==> config.mk <==
export PLATFORM = sky130hd
export DESIGN_NAME = alu_result_stage_flat
export DESIGN_NICKNAME = d
export VERILOG_FILES = /design/src/rtl/alu_pkg.sv /design/src/rtl/alu_result_stage_if.sv /design/src/rtl/alu_res_fifo2.sv /design/src/rtl/alu_result_stage.sv /design/src/flat_wrapper.sv
export SDC_FILE = /design/constraint.sdc
export NUM_CORES = 1
export LEC_CHECK = 0
export CAP_MARGIN = 20
export CORE_MARGIN = 5
export CORE_UTILIZATION = 45
export CTS_CLUSTER_DIAMETER = 60
export DETAILED_ROUTE_END_ITERATION = 7
export DONT_BUFFER_PORTS = 1
export PLACE_DENSITY = 0.59
export SYNTH_ARGS = -nofsm -noshare
export SYNTH_HDL_FRONTEND = slang
export SYNTH_SLANG_ARGS = --single-unit
==> constraint.sdc <==
create_clock -name clk -period 3.15 [get_ports clk]
set_input_delay 0.63 -clock clk [delete_from_list [all_inputs] [get_ports clk]]
set_output_delay 0.63 -clock clk [all_outputs]
set_load 0.005 [all_outputs]
==> src/rtl/alu_pkg.sv <==
// ---------------------------------------------------------------------------
// alu_pkg: opcodes, result record and legality check shared by the ALU result path
// Rev 1.0
// ---------------------------------------------------------------------------
`default_nettype none

package alu_pkg;

  localparam int ALU_WIDTH  = 32;
  localparam int ALU_OP_LEN = 5;

  localparam logic [ALU_OP_LEN-1:0] ALU_OP_ADD_U = 5'b00001;
  localparam logic [ALU_OP_LEN-1:0] ALU_OP_NEG   = 5'b00010;

  typedef struct packed {
    logic [ALU_OP_LEN-1:0] opcode;
    logic [ALU_WIDTH-1:0]  sum;
    logic                  cout;
    logic                  neg;
    logic                  ovf;
    logic                  zero;
  } alu_result_t;

  function automatic logic alu_op_legal(input logic [ALU_OP_LEN-1:0] op);
    return (op == ALU_OP_ADD_U) || (op == ALU_OP_NEG);
  endfunction

endpackage

`default_nettype wire

==> src/rtl/alu_result_stage_if.sv <==
// ---------------------------------------------------------------------------
// alu_result_stage_if: ALU-result input and consumer output handshakes
// Rev 1.0
// ---------------------------------------------------------------------------
`default_nettype none

interface alu_result_stage_if #(
  parameter int WIDTH  = 32,
  parameter int OP_LEN = 5
);
  logic              in_valid;
  logic              in_ready;
  logic [OP_LEN-1:0] in_opcode;
  logic [WIDTH-1:0]  in_sum;
  logic              in_cout;
  logic              in_neg;
  logic              in_ovf;
  logic              in_zero;

  logic              out_valid;
  logic              out_ready;
  logic [OP_LEN-1:0] out_opcode;
  logic [WIDTH-1:0]  out_sum;
  logic              out_cout;
  logic              out_neg;
  logic              out_ovf;
  logic              out_zero;

  // master: ALU producer plus consumer side; slave: the result stage itself
  modport master (
    output in_valid, in_opcode, in_sum, in_cout, in_neg, in_ovf, in_zero, out_ready,
    input  in_ready, out_valid, out_opcode, out_sum, out_cout, out_neg, out_ovf, out_zero
  );

  modport slave (
    input  in_valid, in_opcode, in_sum, in_cout, in_neg, in_ovf, in_zero, out_ready,
    output in_ready, out_valid, out_opcode, out_sum, out_cout, out_neg, out_ovf, out_zero
  );
endinterface

`default_nettype wire

==> src/rtl/alu_res_fifo2.sv <==
// ---------------------------------------------------------------------------
// alu_res_fifo2: 2-entry registered FIFO of alu_result_t, head always on data_o
// Rev 1.0
// ---------------------------------------------------------------------------
`default_nettype none

module alu_res_fifo2
  import alu_pkg::*;
(
  input  wire logic        clk,
  input  wire logic        rst,
  input  wire logic        push_i,
  input  wire logic        pop_i,
  input  wire alu_result_t data_i,
  output alu_result_t      data_o,
  output logic             full_o,
  output logic             empty_o
);

  logic [1:0]  count_q, count_d;
  alu_result_t head_q, head_d;
  alu_result_t tail_q, tail_d;
  logic        w_pop;
  logic        w_push;

  assign full_o  = (count_q == 2'd2);
  assign empty_o = (count_q == 2'd0);
  assign data_o  = head_q;
  assign w_pop   = pop_i & ~empty_o;
  assign w_push  = push_i & ~full_o;

  always_comb begin
    count_d = count_q;
    head_d  = head_q;
    tail_d  = tail_q;
    if (w_pop) begin
      if (count_q == 2'd2) head_d = tail_q;
      count_d = count_q - 2'd1;
    end
    // new entry lands behind whatever survives this cycle's pop
    if (w_push) begin
      if (count_d == 2'd0) head_d = data_i;
      else                 tail_d = data_i;
      count_d = count_d + 2'd1;
    end
  end

  always_ff @(posedge clk) begin
    if (rst) begin
      count_q <= 2'd0;
      head_q  <= '0;
      tail_q  <= '0;
    end else begin
      count_q <= count_d;
      head_q  <= head_d;
      tail_q  <= tail_d;
    end
  end

endmodule

`default_nettype wire

==> src/rtl/alu_result_stage.sv <==
// ---------------------------------------------------------------------------
// alu_result_stage: buffered ALU result stage with op/illegal counters.
// Optional sticky ovf/cout flags when ALU_STICKY_FLAGS_EN is defined. Rev 1.0
// ---------------------------------------------------------------------------
`default_nettype none

module alu_result_stage
  import alu_pkg::*;
#(
  parameter int WIDTH  = ALU_WIDTH,
  parameter int OP_LEN = ALU_OP_LEN,
  parameter int CNT_W  = 16
) (
  input  wire logic             clk,
  input  wire logic             rst,
  alu_result_stage_if.slave     bus,
  output logic [CNT_W-1:0]      op_count,
  output logic [CNT_W-1:0]      illegal_count,
  input  wire logic             sticky_clr,
  output logic                  sticky_ovf,
  output logic                  sticky_cout
);

  alu_result_t      w_in;
  alu_result_t      w_head;
  logic             w_full;
  logic             w_empty;
  logic             w_accept;
  logic             w_legal;
  logic             w_pop;
  logic [CNT_W-1:0] op_count_q, op_count_d;
  logic [CNT_W-1:0] ill_count_q, ill_count_d;

  assign w_in.opcode = bus.in_opcode[OP_LEN-1:0];
  assign w_in.sum    = bus.in_sum[WIDTH-1:0];
  assign w_in.cout   = bus.in_cout;
  assign w_in.neg    = bus.in_neg;
  assign w_in.ovf    = bus.in_ovf;
  assign w_in.zero   = bus.in_zero;

  // in_ready depends only on registered occupancy
  assign bus.in_ready  = ~w_full;
  assign bus.out_valid = ~w_empty;
  assign w_accept      = bus.in_valid & ~w_full;
  assign w_legal       = alu_op_legal(w_in.opcode);
  assign w_pop         = ~w_empty & bus.out_ready;

  alu_res_fifo2 u_fifo (
    .clk     (clk),
    .rst     (rst),
    .push_i  (w_accept & w_legal),
    .pop_i   (w_pop),
    .data_i  (w_in),
    .data_o  (w_head),
    .full_o  (w_full),
    .empty_o (w_empty)
  );

  assign bus.out_opcode = w_head.opcode[OP_LEN-1:0];
  assign bus.out_sum    = w_head.sum[WIDTH-1:0];
  assign bus.out_cout   = w_head.cout;
  assign bus.out_neg    = w_head.neg;
  assign bus.out_ovf    = w_head.ovf;
  assign bus.out_zero   = w_head.zero;

  always_comb begin
    op_count_d  = op_count_q;
    ill_count_d = ill_count_q;
    if (w_pop && (op_count_q != '1))                   op_count_d  = op_count_q + 1'b1;
    if (w_accept && !w_legal && (ill_count_q != '1))   ill_count_d = ill_count_q + 1'b1;
  end

  always_ff @(posedge clk) begin
    if (rst) begin
      op_count_q  <= '0;
      ill_count_q <= '0;
    end else begin
      op_count_q  <= op_count_d;
      ill_count_q <= ill_count_d;
    end
  end

  assign op_count      = op_count_q;
  assign illegal_count = ill_count_q;

`ifdef ALU_STICKY_FLAGS_EN
  logic sticky_ovf_q, sticky_ovf_d;
  logic sticky_cout_q, sticky_cout_d;

  // a setting pop outranks a simultaneous clear
  always_comb begin
    sticky_ovf_d  = sticky_ovf_q;
    sticky_cout_d = sticky_cout_q;
    if (sticky_clr) begin
      sticky_ovf_d  = 1'b0;
      sticky_cout_d = 1'b0;
    end
    if (w_pop && w_head.ovf)  sticky_ovf_d  = 1'b1;
    if (w_pop && w_head.cout) sticky_cout_d = 1'b1;
  end

  always_ff @(posedge clk) begin
    if (rst) begin
      sticky_ovf_q  <= 1'b0;
      sticky_cout_q <= 1'b0;
    end else begin
      sticky_ovf_q  <= sticky_ovf_d;
      sticky_cout_q <= sticky_cout_d;
    end
  end

  assign sticky_ovf  = sticky_ovf_q;
  assign sticky_cout = sticky_cout_q;
`else
  logic w_unused_sticky_clr;
  assign w_unused_sticky_clr = sticky_clr;
  assign sticky_ovf          = 1'b0;
  assign sticky_cout         = 1'b0;
`endif

endmodule

`default_nettype wire

==> src/flat_wrapper.sv <==
// flat-port wrapper written by rule: the top's interface ports become plain ports
module alu_result_stage_flat import alu_pkg::*;
#(
  parameter int WIDTH  = ALU_WIDTH,
  parameter int OP_LEN = ALU_OP_LEN,
  parameter int CNT_W  = 16
)
  (clk, rst, op_count, illegal_count, sticky_clr, sticky_ovf, sticky_cout, bus_in_valid, bus_in_opcode, bus_in_sum, bus_in_cout, bus_in_neg, bus_in_ovf, bus_in_zero, bus_out_ready, bus_in_ready, bus_out_valid, bus_out_opcode, bus_out_sum, bus_out_cout, bus_out_neg, bus_out_ovf, bus_out_zero);
  alu_result_stage_if #(.WIDTH(WIDTH), .OP_LEN(OP_LEN)) bus_i ();
  input  wire logic clk;
  input  wire logic rst;
  output logic [CNT_W-1:0] op_count;
  output logic [CNT_W-1:0] illegal_count;
  input  wire logic sticky_clr;
  output logic sticky_ovf;
  output logic sticky_cout;
  input wire logic [$bits(bus_i.in_valid)-1:0] bus_in_valid;
  input wire logic [$bits(bus_i.in_opcode)-1:0] bus_in_opcode;
  input wire logic [$bits(bus_i.in_sum)-1:0] bus_in_sum;
  input wire logic [$bits(bus_i.in_cout)-1:0] bus_in_cout;
  input wire logic [$bits(bus_i.in_neg)-1:0] bus_in_neg;
  input wire logic [$bits(bus_i.in_ovf)-1:0] bus_in_ovf;
  input wire logic [$bits(bus_i.in_zero)-1:0] bus_in_zero;
  input wire logic [$bits(bus_i.out_ready)-1:0] bus_out_ready;
  output wire logic [$bits(bus_i.in_ready)-1:0] bus_in_ready;
  output wire logic [$bits(bus_i.out_valid)-1:0] bus_out_valid;
  output wire logic [$bits(bus_i.out_opcode)-1:0] bus_out_opcode;
  output wire logic [$bits(bus_i.out_sum)-1:0] bus_out_sum;
  output wire logic [$bits(bus_i.out_cout)-1:0] bus_out_cout;
  output wire logic [$bits(bus_i.out_neg)-1:0] bus_out_neg;
  output wire logic [$bits(bus_i.out_ovf)-1:0] bus_out_ovf;
  output wire logic [$bits(bus_i.out_zero)-1:0] bus_out_zero;
  assign bus_i.in_valid = bus_in_valid;
  assign bus_i.in_opcode = bus_in_opcode;
  assign bus_i.in_sum = bus_in_sum;
  assign bus_i.in_cout = bus_in_cout;
  assign bus_i.in_neg = bus_in_neg;
  assign bus_i.in_ovf = bus_in_ovf;
  assign bus_i.in_zero = bus_in_zero;
  assign bus_i.out_ready = bus_out_ready;
  assign bus_in_ready = bus_i.in_ready;
  assign bus_out_valid = bus_i.out_valid;
  assign bus_out_opcode = bus_i.out_opcode;
  assign bus_out_sum = bus_i.out_sum;
  assign bus_out_cout = bus_i.out_cout;
  assign bus_out_neg = bus_i.out_neg;
  assign bus_out_ovf = bus_i.out_ovf;
  assign bus_out_zero = bus_i.out_zero;
  alu_result_stage #(.WIDTH(WIDTH), .OP_LEN(OP_LEN), .CNT_W(CNT_W)) u_core (.clk(clk), .rst(rst), .bus(bus_i), .op_count(op_count), .illegal_count(illegal_count), .sticky_clr(sticky_clr), .sticky_ovf(sticky_ovf), .sticky_cout(sticky_cout));
endmodule
==> results.tsv, run 1 <==
metric	value	unit
status	finished clean	
synthSimpleGateAreaFrac	28.5	%
cp_max_fo	56	
wl_per_cell	16.1	um
startpoint	u_core.u_fifo.count_q[0]	
synth_enable_flop_cells	0	
r2r_slack	630	ps
whs	196	ps
initial_utilization	45.5	%
area_delta_synth_final	13.3	%
power.switching	873	uW
power.switching_fraction	24.0	%
cts_buffers	17	
fin_nets	640	
synth_top_area_share	47.5	%
setup_violations	0	
rsz0062_at_grt	false	
skew	7.18	ps
end_kind	register	
grt_overflow_total	0	
clkTransAtPathRegs	50	ps
dp_slack	615	ps
dieArea	0.0130	mm^2
dr.pass1.iters	4	
finalCriticalPeriod	2520	ps
synth_compound_area_share	13.0	%
hp-class	in2reg	
grt_pass1_vias	4011	
cts_tree	yes	
r2r_start	u_core.u_fifo.count_q[0]	
period_share	80.1	%
max_freq	396	MHz
p_clk_share	48.8	%
yosysUniqueCellTypes	36	
synth_xor_area_share	4.66	%
cts.path.max_buffers	2	
synth_adder_area_share	1.28	%
required	3550	ps
p_leak	0.00180	uW
finalSetupTns	0	ps
grt_max_degree	119	
max_slew.worst_pin.slew	645	ps
numClockSinks	116	
core	0.0107	mm^2
fp.dieH	114	um
ir_drop	0.315	mV
synth_top_family_by_area	simple AND/OR/NAND/NOR gates	
htree_levels	4	
gp_congestion	0.731	
final_cell_area	0.00554	mm^2
start_kind	register	
synthMuxAreaShare	0.614	%
ctsResizeCount	0	
setup_ws	625	ps
async_flop_share	0	%
yosys.area.top_type	dfxtp_1	
holdBufCountCts	0	
slew-limit-headroom	56.6	%
hold_viol	0	
synth_cells	607	
root_buffer	clkbuf_8	
drt_iter0_drc	435	
clk_latency	500	ps
wl	12000	um
min-delay-start	rst	
seqPwrFrac	42.6	%
yosysWarnings	0	
slew_viol_final	0	
fp-row-count	38	
syn_area	0.00489	mm^2
maxCapViolations	0	
chipWidth	114	um
port-buffer-count	0	
grt_first_pass_wirelength	19500	um
placed_area	0.00498	mm^2
p_int	2770	uW
post-cts-setup-buffer-count	0	
synth_seq_cells	116	
syn_area_per_cell	8.05	um^2
yosysSeqAreaShare	47.5	%
dominantRegCellSynth	dfxtp_1	
power	3640	uW
layout-drive-gt1-share	7.33	%
grtUsageTotal	18.5	%
crit_type	reg2reg	
drc_errors	0	
yosys-top-cells-area	dfxtp_1 (48%), nand2_1 (9.7%), a311oi_1 (6.8%)	
cp.arrival	2930	ps
hpwl	7680	um
power_density	658	mW/mm^2
antenna_found_initial	1	
ant_nets	0	
ys_top_cells_by_count	nand2_1 (126), dfxtp_1 (116), nor2_1 (74), nand3_1 (48), a21oi_1 (43)	
viasPerCell	5.56	
yosysMostFrequentCell	nand2_1	
power_frac_comb	8.5	%
io_pins	123	
dr_total_vias	4119	
[flip-flops by register name, indices dropped and copies added (netlist names)]
register               cells
u_core.u_fifo.data_o      41
u_core.u_fifo.tail_q      41
u_core.illegal_count      16
u_core.op_count           16
u_core.u_fifo.count_q      2
[through the flow]
| stage | cells | utilization (%) |
|---|---|---|
| after detailed placement | 710 | 46.4 |
| after global routing | 741 | 51.6 |
| after global placement | 710 | 46.4 |
| after CTS | 740 | 51.5 |
| after floorplan | 608 | - |
| final | 741 | 51.6 |
[layer usage]
metal	vias up	track usage (%)	routed length, um
met5	-	0	0
met4	0	6.49	130
met3	8	7.93	1070
met2	114	30.8	5780
met1	1927	21.4	4970
li1	2070	-	-
[path summary, 6_finish.rpt]
| check | to | cells past startpoint |
|---|---|---|
| worst min register to register | u_core.u_fifo.tail_q[15] | 2 |
| worst max register to register | u_core.u_fifo.data_o[13] | 10 |
| worst min-delay path | u_core.op_count[1] | 1 |
| worst max-delay path | u_core.u_fifo.data_o[13] | 10 |
[cell usage in the layout, fill, tap and decap left out, drive strengths merged]
cell type | synthesis | routed
mux2i | 3 | 3
clkinv | 0 | 3
or3 | 3 | 3
xnor2 | 23 | 23
bufinv | 0 | 1
nand2 | 126 | 126
nor2 | 74 | 74
ha | 5 | 5
nor4 | 10 | 10
diode | 0 | 1
or4 | 3 | 3
inv | 6 | 6
a311oi | 38 | 38
a21bo | 1 | 1
a21oi | 43 | 43
and4 | 4 | 4
nand4 | 7 | 7
a41o | 1 | 1
and3 | 5 | 5
nand3 | 48 | 48
clkbuf | 35 | 26
and2 | 1 | 1
xor2 | 3 | 3
conb | 1 | 2
nor3 | 16 | 16
nor4b | 2 | 2
a211oi | 4 | 4
nor3b | 5 | 5
nand2b | 3 | 3
nor2b | 2 | 2
o21ai | 7 | 7
dfxtp | 116 | 116
buf | 12 | 9
[layout make-up]
type / count / area [um^2]
Antenna cell: 1 / 2.50
Clock buffer: 26 / 508
Clock inverter: 4 / 45.0
Fill cell: 1065 / 5200
Inverter: 6 / 22.5
Multi-Input combinational cell: 439 / 2370
Sequential cell: 116 / 2320
Tap cell: 140 / 175
Timing Repair Buffer: 9 / 92.6
[worst max-delay path: stages (launching register included)]
cell and delay, ps:
dfxtp_1 330, inv_1 70, ha_1 240, nand2b_1 320, nor2_1 160, a21oi_1 70
ha_1 270, nand2_2 320, buf_12 290, nor2_1 80, a311oi_1 250
[logic make-up (layout without fill, tap and decap cells)]
group | count (synthesis) | count (layout)
other | 1 | 3
DFF | 116 | 116
and+or+nand+nor | 309 | 309
adders and majority gates | 5 | 5
muxes | 3 | 3
AOI/OAI and AO/OA | 94 | 94
xor gates and xnor gates | 26 | 26
buffers and inverters | 53 | 45
[power by group through the flow]
stage	logic (uW)	clock network [uW]	registers, uW
2_1_floorplan	253	0	1570
3_3_place_gp	308	0	1580
3_5_place_dp	312	0	1580
4_1_cts	313	1820	1550
5_1_grt	347	1890	1560
6_report	311	1780	1550
Power figures use the tool's default switching activity.
==> run 2, diff against run 1 <==
==> constraint.sdc (replaced) <==
create_clock -name clk -period 2.49 [get_ports clk]
set_input_delay 0.498 -clock clk [delete_from_list [all_inputs] [get_ports clk]]
set_output_delay 0.498 -clock clk [all_outputs]
set_load 0.005 [all_outputs]
==> run 2 against run 1 <==
Effect of this change: die area did not move; power increased by 37%; non-clock buffer count grew 5; largest cell class unchanged; via count is 0.12% higher; largest power group unchanged; register-to-register slack got worse by 380 ps; global-route usage grew 0.17 points; wire length decreased by 0.60%; setup slack got worse by 380 ps; first-iteration DRC count decreased by 6.2%; combinational power grew 28%.
==> results.tsv, run 2 (synthesized netlist as in run 1, its figures left out) <==
metric	value	unit	change
status	finished clean		unchanged
wl_per_cell	15.9	um	was 16.1 um
chipWidth	114	um	unchanged
drc_errors	0		unchanged
finalSetupTns	0	ps	unchanged
viasPerCell	5.51		was 5.56
holdPathStages	1		unchanged
fp-row-count	38		unchanged
power_density	882	mW/mm^2	was 658 mW/mm^2
hpwl	7580	um	was 7680 um
period_share	90.2	%	was 80.1%
maxCapViolations	0		unchanged
antenna_found_initial	1		unchanged
cts_buffers	17		unchanged
dieArea	0.0130	mm^2	unchanged
fin_nets	645		was 640
clkTransAtPathRegs	60	ps	was 50 ps
root_buffer	clkbuf_8		unchanged
grt_pass1_vias	3944		was 4011
port-buffer-count	0		unchanged
end_kind	register		unchanged
crit_type	reg2reg		unchanged
clk_latency	510	ps	was 500 ps
final_cell_area	0.00566	mm^2	was 0.00554 mm^2
holdBufCountCts	0		unchanged
grt_first_pass_wirelength	19600	um	was 19500 um
max_slew.worst_pin.slew	492	ps	was 645 ps
final_cell_mix	nand2_1 (125), dfxtp_1 (116), nor2_1 (73), nand3_1 (48), a21oi_1 (43)		unchanged
htree_levels	4		unchanged
grtUsageTotal	18.7	%	was 18.5%
max_freq	445	MHz	was 396 MHz
wl	11900	um	was 12000 um
post-cts-setup-buffer-count	0		unchanged
grt_max_degree	119		unchanged
setup_violations	0		unchanged
layout-drive-gt1-share	8.73	%	was 7.33%
ir_drop	0.515	mV	was 0.315 mV
drt_iter0_drc	408		was 435
numClockSinks	116		unchanged
rsz0062_at_grt	false		unchanged
p_leak	0.00187	uW	was 0.00180 uW
skew	5.57	ps	was 7.18 ps
dr_total_vias	4124		was 4119
io_pins	123		unchanged
fp.dieH	114	um	unchanged
area_delta_synth_final	15.8	%	was 13.3%
hold_viol	0		unchanged
core	0.0107	mm^2	unchanged
cts.path.max_buffers	2		unchanged
cts_tree	yes		unchanged
dr.pass1.iters	4		unchanged
required	2930	ps	was 3550 ps
slew-limit-headroom	66.8	%	was 56.6%
cp_max_fo	14		was 56
placed_area	0.00501	mm^2	was 0.00498 mm^2
final_common_cell	nand2_1		unchanged
cp.arrival	2680	ps	was 2930 ps
initial_utilization	45.5	%	unchanged
ctsResizeCount	0		unchanged
ant_nets	0		unchanged
hp-class	in2reg		unchanged
slew_viol_final	0		unchanged
r2r_cells	7		was 10
start_kind	register		unchanged
gp_congestion	0.729		was 0.731
grt_overflow_total	0		unchanged
utilization	52.7	%	was 51.6%
finalCriticalPeriod	2250	ps	was 2520 ps
-- run 2: metal layers --
metal	track usage (%)	up-vias	part of all wire, %
met5	0	-	0
met4	7.52	0	1.4
met3	7.72	12	8.2
met2	31.0	100	48
met1	21.4	1928	42
li1	-	2084	-
-- run 2: report_power, final --
group / internal (uW) / leakage [uW] / switching [uW] / total [uW]
combinational: 128 / 0.000612 / 269 / 397
clock: 1820 / 0.000325 / 810 / 2630
sequential: 1920 / 0.000936 / 48.0 / 1960
total: 3870 / 0.00187 / 1130 / 4990
-- run 2: metrics by stage --
step	setup WS (ps)	hold WS (ps)	total power [uW]	std cells
after global placement	259	436	2400	715
after CTS	238	33.3	5060	747
after floorplan	14.5	437	2310	608
after detailed placement	250	440	2400	715
after global routing	64.4	25.5	5220	748
final	243	57.9	4990	748
-- run 2: layout make-up --
type	instances	area [um^2]
clock inverters	10	175
multi-input cells	439	2370
flip-flops and latches	116	2320
inverters	6	22.5
clock buffers	22	473
fillers	1061	5080
diodes	1	2.50
well taps	140	175
repair buffers	14	118
-- run 2: path summary, 6_finish.rpt --
check,to,slack [ps],startpoint
hold / removal,u_core.illegal_count[10],60,rst
setup reg to reg,u_core.illegal_count[14],240,u_core.u_fifo.count_q[0]
setup / recovery,u_core.illegal_count[14],240,u_core.u_fifo.count_q[0]
hold reg to reg,u_core.u_fifo.tail_q[5],450,u_core.u_fifo.tail_q[5]
-- run 2: worst max-delay path: stages (launching register included) --
cell and delay [ps]:
dfxtp_1 350, inv_1 70, ha_1 230, nor2b_2 140, a21bo_2 330, or4_4 590
or4_1 400, o21ai_0 80
==> edit (settings of run 1) <==
`ALU_OP_LEN`: 5 -> 6.
--- a/src/rtl/alu_pkg.sv
+++ b/src/rtl/alu_pkg.sv
@@ -7,7 +7,7 @@
 package alu_pkg;
 
   localparam int ALU_WIDTH  = 32;
-  localparam int ALU_OP_LEN = 5;
+  localparam int ALU_OP_LEN = 6;
 
   localparam logic [ALU_OP_LEN-1:0] ALU_OP_ADD_U = 5'b00001;
   localparam logic [ALU_OP_LEN-1:0] ALU_OP_NEG   = 5'b00010;
Interface: changed (resized bus_in_opcode and bus_out_opcode); port bits go from 123 to 125. No check against the original RTL was run, so the function may have changed too.
==> edit against run 1 <==
  * Combinational power decreased by 13%
  * Sequential cell count increased by 2
  * Sequential share of layout area decreased by 2.5 points
  * Final cell count increased by 1.2%
  * Synthesized area increased by 7.0%
  * Routed wire length increased by 8.4%
  * Utilization increased by 0.89 points
  * Setup slack got worse by 81 ps
  * Design area increased by 8.1%
  * Power increased by 9.7%
  * Critical endpoint is now u_core.u_fifo.data_o[36]$_SDFF_PP0_
  * Largest cell class unchanged
==> edit: results (changes against run 1) <==
Parameter                              Value

Final layout
  Fill cell instance count of the final layout    1083 (was 1065)
  Proportion of layout cells with a drive suffix above 1    13.7% (was 7.33%)
  Number of nets in the layout    646 (was 640)
  Final antenna diode count    0 (was 1)

CTS
  Number of gates given a new drive strength after cts    0 (unchanged)
  Clock transition at the register clock pins on the worst setup and hold paths after CTS    50 ps (about the same)
  Clock root buffer master    sky130_fd_sc_hd__clkbuf_16 (was sky130_fd_sc_hd__clkbuf_8)
  Post-CTS setup buffers    0 (unchanged)
  Number of levels in the clock H-tree    4 (unchanged)
  Num CTS Buffers    17 (unchanged)
  Max clock buf depth    2 (unchanged)
  Clock latency at the later pin of the worst-skew pair    410 ps (was 500 ps)

STA
  Final Skew    6.60 ps (was 7.18 ps)
  Worst-Margin Slew    954 ps (was 645 ps)

Global routing
  Antenna violations before repair    0 (was 1)
  Global-route wire length before repair    21300 microns (was 19500 microns)
  Via count of the first global-routing pass    4074 (was 4011)
  Largest net degree at the start of global routing    121 (was 119)
  M2 GR Usage    29.1% (was 30.8%)
  Overall global routing resource usage    18.6% (was 18.5%)
  Met1 Usage GRT    22.6% (was 21.4%)
  Met3 capacity usage during global routing    7.54% (was 7.93%)

Critical path
  Worst Path Max Fanout    42 (was 56)
  Endpoint arrival time on the critical path    2890 ps (was 2930 ps)

Detailed routing
  Met2 wire length    6180 microns (was 5780 microns)
  DR WL/cell    17.3 microns (was 16.1 microns)
  Metal3 WL    1130 microns (was 1070 microns)
  M1 WL    5460 microns (was 4970 microns)
  Ratio of routed vias to standard cells    5.74 (was 5.56)
  Starting DRT DRC Count    313 (was 435)
  Router iterations before antenna repair    5 (was 4)
  Highest metal layer with signal wires    met4 (unchanged)
  Routed wire length    13000 microns (was 12000 microns)
  Post-DRT Antenna Nets    0 (unchanged)

Synth
  Commonest cells in the synthesized netlist    sky130_fd_sc_hd__nand2_1, sky130_fd_sc_hd__dfxtp_1, sky130_fd_sc_hd__nor2_1 (unchanged)
  Proportion of register bits with asynchronous set or reset after synthesis    0% (unchanged)
  Synth area leaders    sky130_fd_sc_hd__dfxtp_1, sky130_fd_sc_hd__nand2_1, sky130_fd_sc_hd__a311oi_2 (was sky130_fd_sc_hd__dfxtp_1, sky130_fd_sc_hd__nand2_1, sky130_fd_sc_hd__a311oi_1)
  Synth Warn #    0 (unchanged)
  Sequential cell area fraction in the yosys report    45.2% (was 47.5%)
  Synth unique cells    45 (was 36)
  Mean instance size in the synthesized netlist    8.52 sq um (was 8.05 sq um)

Pwr
  Worst vdd rail ir drop    0.000457 V (was 0.000315 V)
  Cell leakage power    0.00195 uW (was 0.00180 uW)

Run status
  Result of the run    completed (unchanged)

Placement
  # placed instances    718 (was 710)
  # port buffers    0 (unchanged)
  Final weighted congestion in routability-driven placement    0.827 (was 0.731)
  Placed wire-length estimate    8230 microns (was 7680 microns)

Min path
  Worst min-delay path class    in2reg (unchanged)
edit: cell types whose count changed after synthesis, moves of 4 or more:
cell	delta
sky130_fd_sc_hd__nand3_1	+4
sky130_fd_sc_hd__a311oi_2	+30
sky130_fd_sc_hd__clkbuf_1	-8
sky130_fd_sc_hd__xor2_1	+5
sky130_fd_sc_hd__nor3_1	-4
sky130_fd_sc_hd__a311oi_1	-31
sky130_fd_sc_hd__o21ai_0	-5
sky130_fd_sc_hd__buf_1	-7
sky130_fd_sc_hd__buf_2	+11
edit: report_power, final:
group | leakage (uW) | switching [uW] | internal [uW]
registers | 0.000951 | 27.8 | 1520
clock network | 0.000318 | 688 | 1490
logic | 0.000682 | 183 | 87.8
total | 0.00195 | 899 | 3100
edit: worst paths after layout:
check / depth (start not counted) / from / slack (ps) / endpoint
worst max register to register: 7 / u_core.u_fifo.count_q[0]$_SDFF_PP0_ / 540 / u_core.u_fifo.data_o[36]$_SDFF_PP0_
worst max-delay path: 7 / u_core.u_fifo.count_q[0]$_SDFF_PP0_ / 540 / u_core.u_fifo.data_o[36]$_SDFF_PP0_
worst min register to register: 2 / u_core.u_fifo.tail_q[36]$_SDFFE_PP0P_ / 450 / u_core.u_fifo.tail_q[36]$_SDFFE_PP0P_
worst min-delay path: 1 / rst / 300 / u_core.u_fifo.tail_q[38]$_SDFFE_PP0P_
edit: layout make-up:
| class | instances | area share [%] |
|---|---|---|
| clock inverters | 11 | 3.24 |
| multi-input cells | 447 | 44.5 |
| flip-flops and latches | 118 | 39.4 |
| inverters | 4 | 0.251 |
| repair buffers | 6 | 1.59 |
| well taps | 143 | 2.99 |
| clock buffers | 21 | 8.02 |
edit: cell families (layout without fill, tap and decap cells):
family	count (synthesis)	after routing	synth area share [%]
simple gates	316	316	27.7
fa+ha+maj	5	5	1.20
xor+xnor	29	29	4.86
buf+inv	50	42	4.52
flops	118	118	45.2
compound gates	89	89	15.3
mux	6	6	1.20
other cells	1	2	0.0717
edit: critical path: stages, from the launching register on:
cell and delay (ps):
sky130_fd_sc_hd__dfxtp_1 350, sky130_fd_sc_hd__inv_1 70, sky130_fd_sc_hd__ha_1 280, sky130_fd_sc_hd__nor2b_4 150, sky130_fd_sc_hd__buf_4 450, sky130_fd_sc_hd__nand2_2 680, sky130_fd_sc_hd__a211oi_1 430, sky130_fd_sc_hd__a211oi_1 80
edit: stage by stage:
| step | hold WS (ps) | setup slack, ps | instance area (sq um) |
|---|---|---|---|
| 3_5_place_dp | 440 | 510 | 5320 |
| 3_3_place_gp | 435 | 599 | 5320 |
| 2_1_floorplan | 432 | 996 | 5240 |
| 4_1_cts | 271 | 489 | 5990 |
| 5_1_grt | 270 | 326 | 5990 |
| 6_report | 297 | 545 | 5990 |
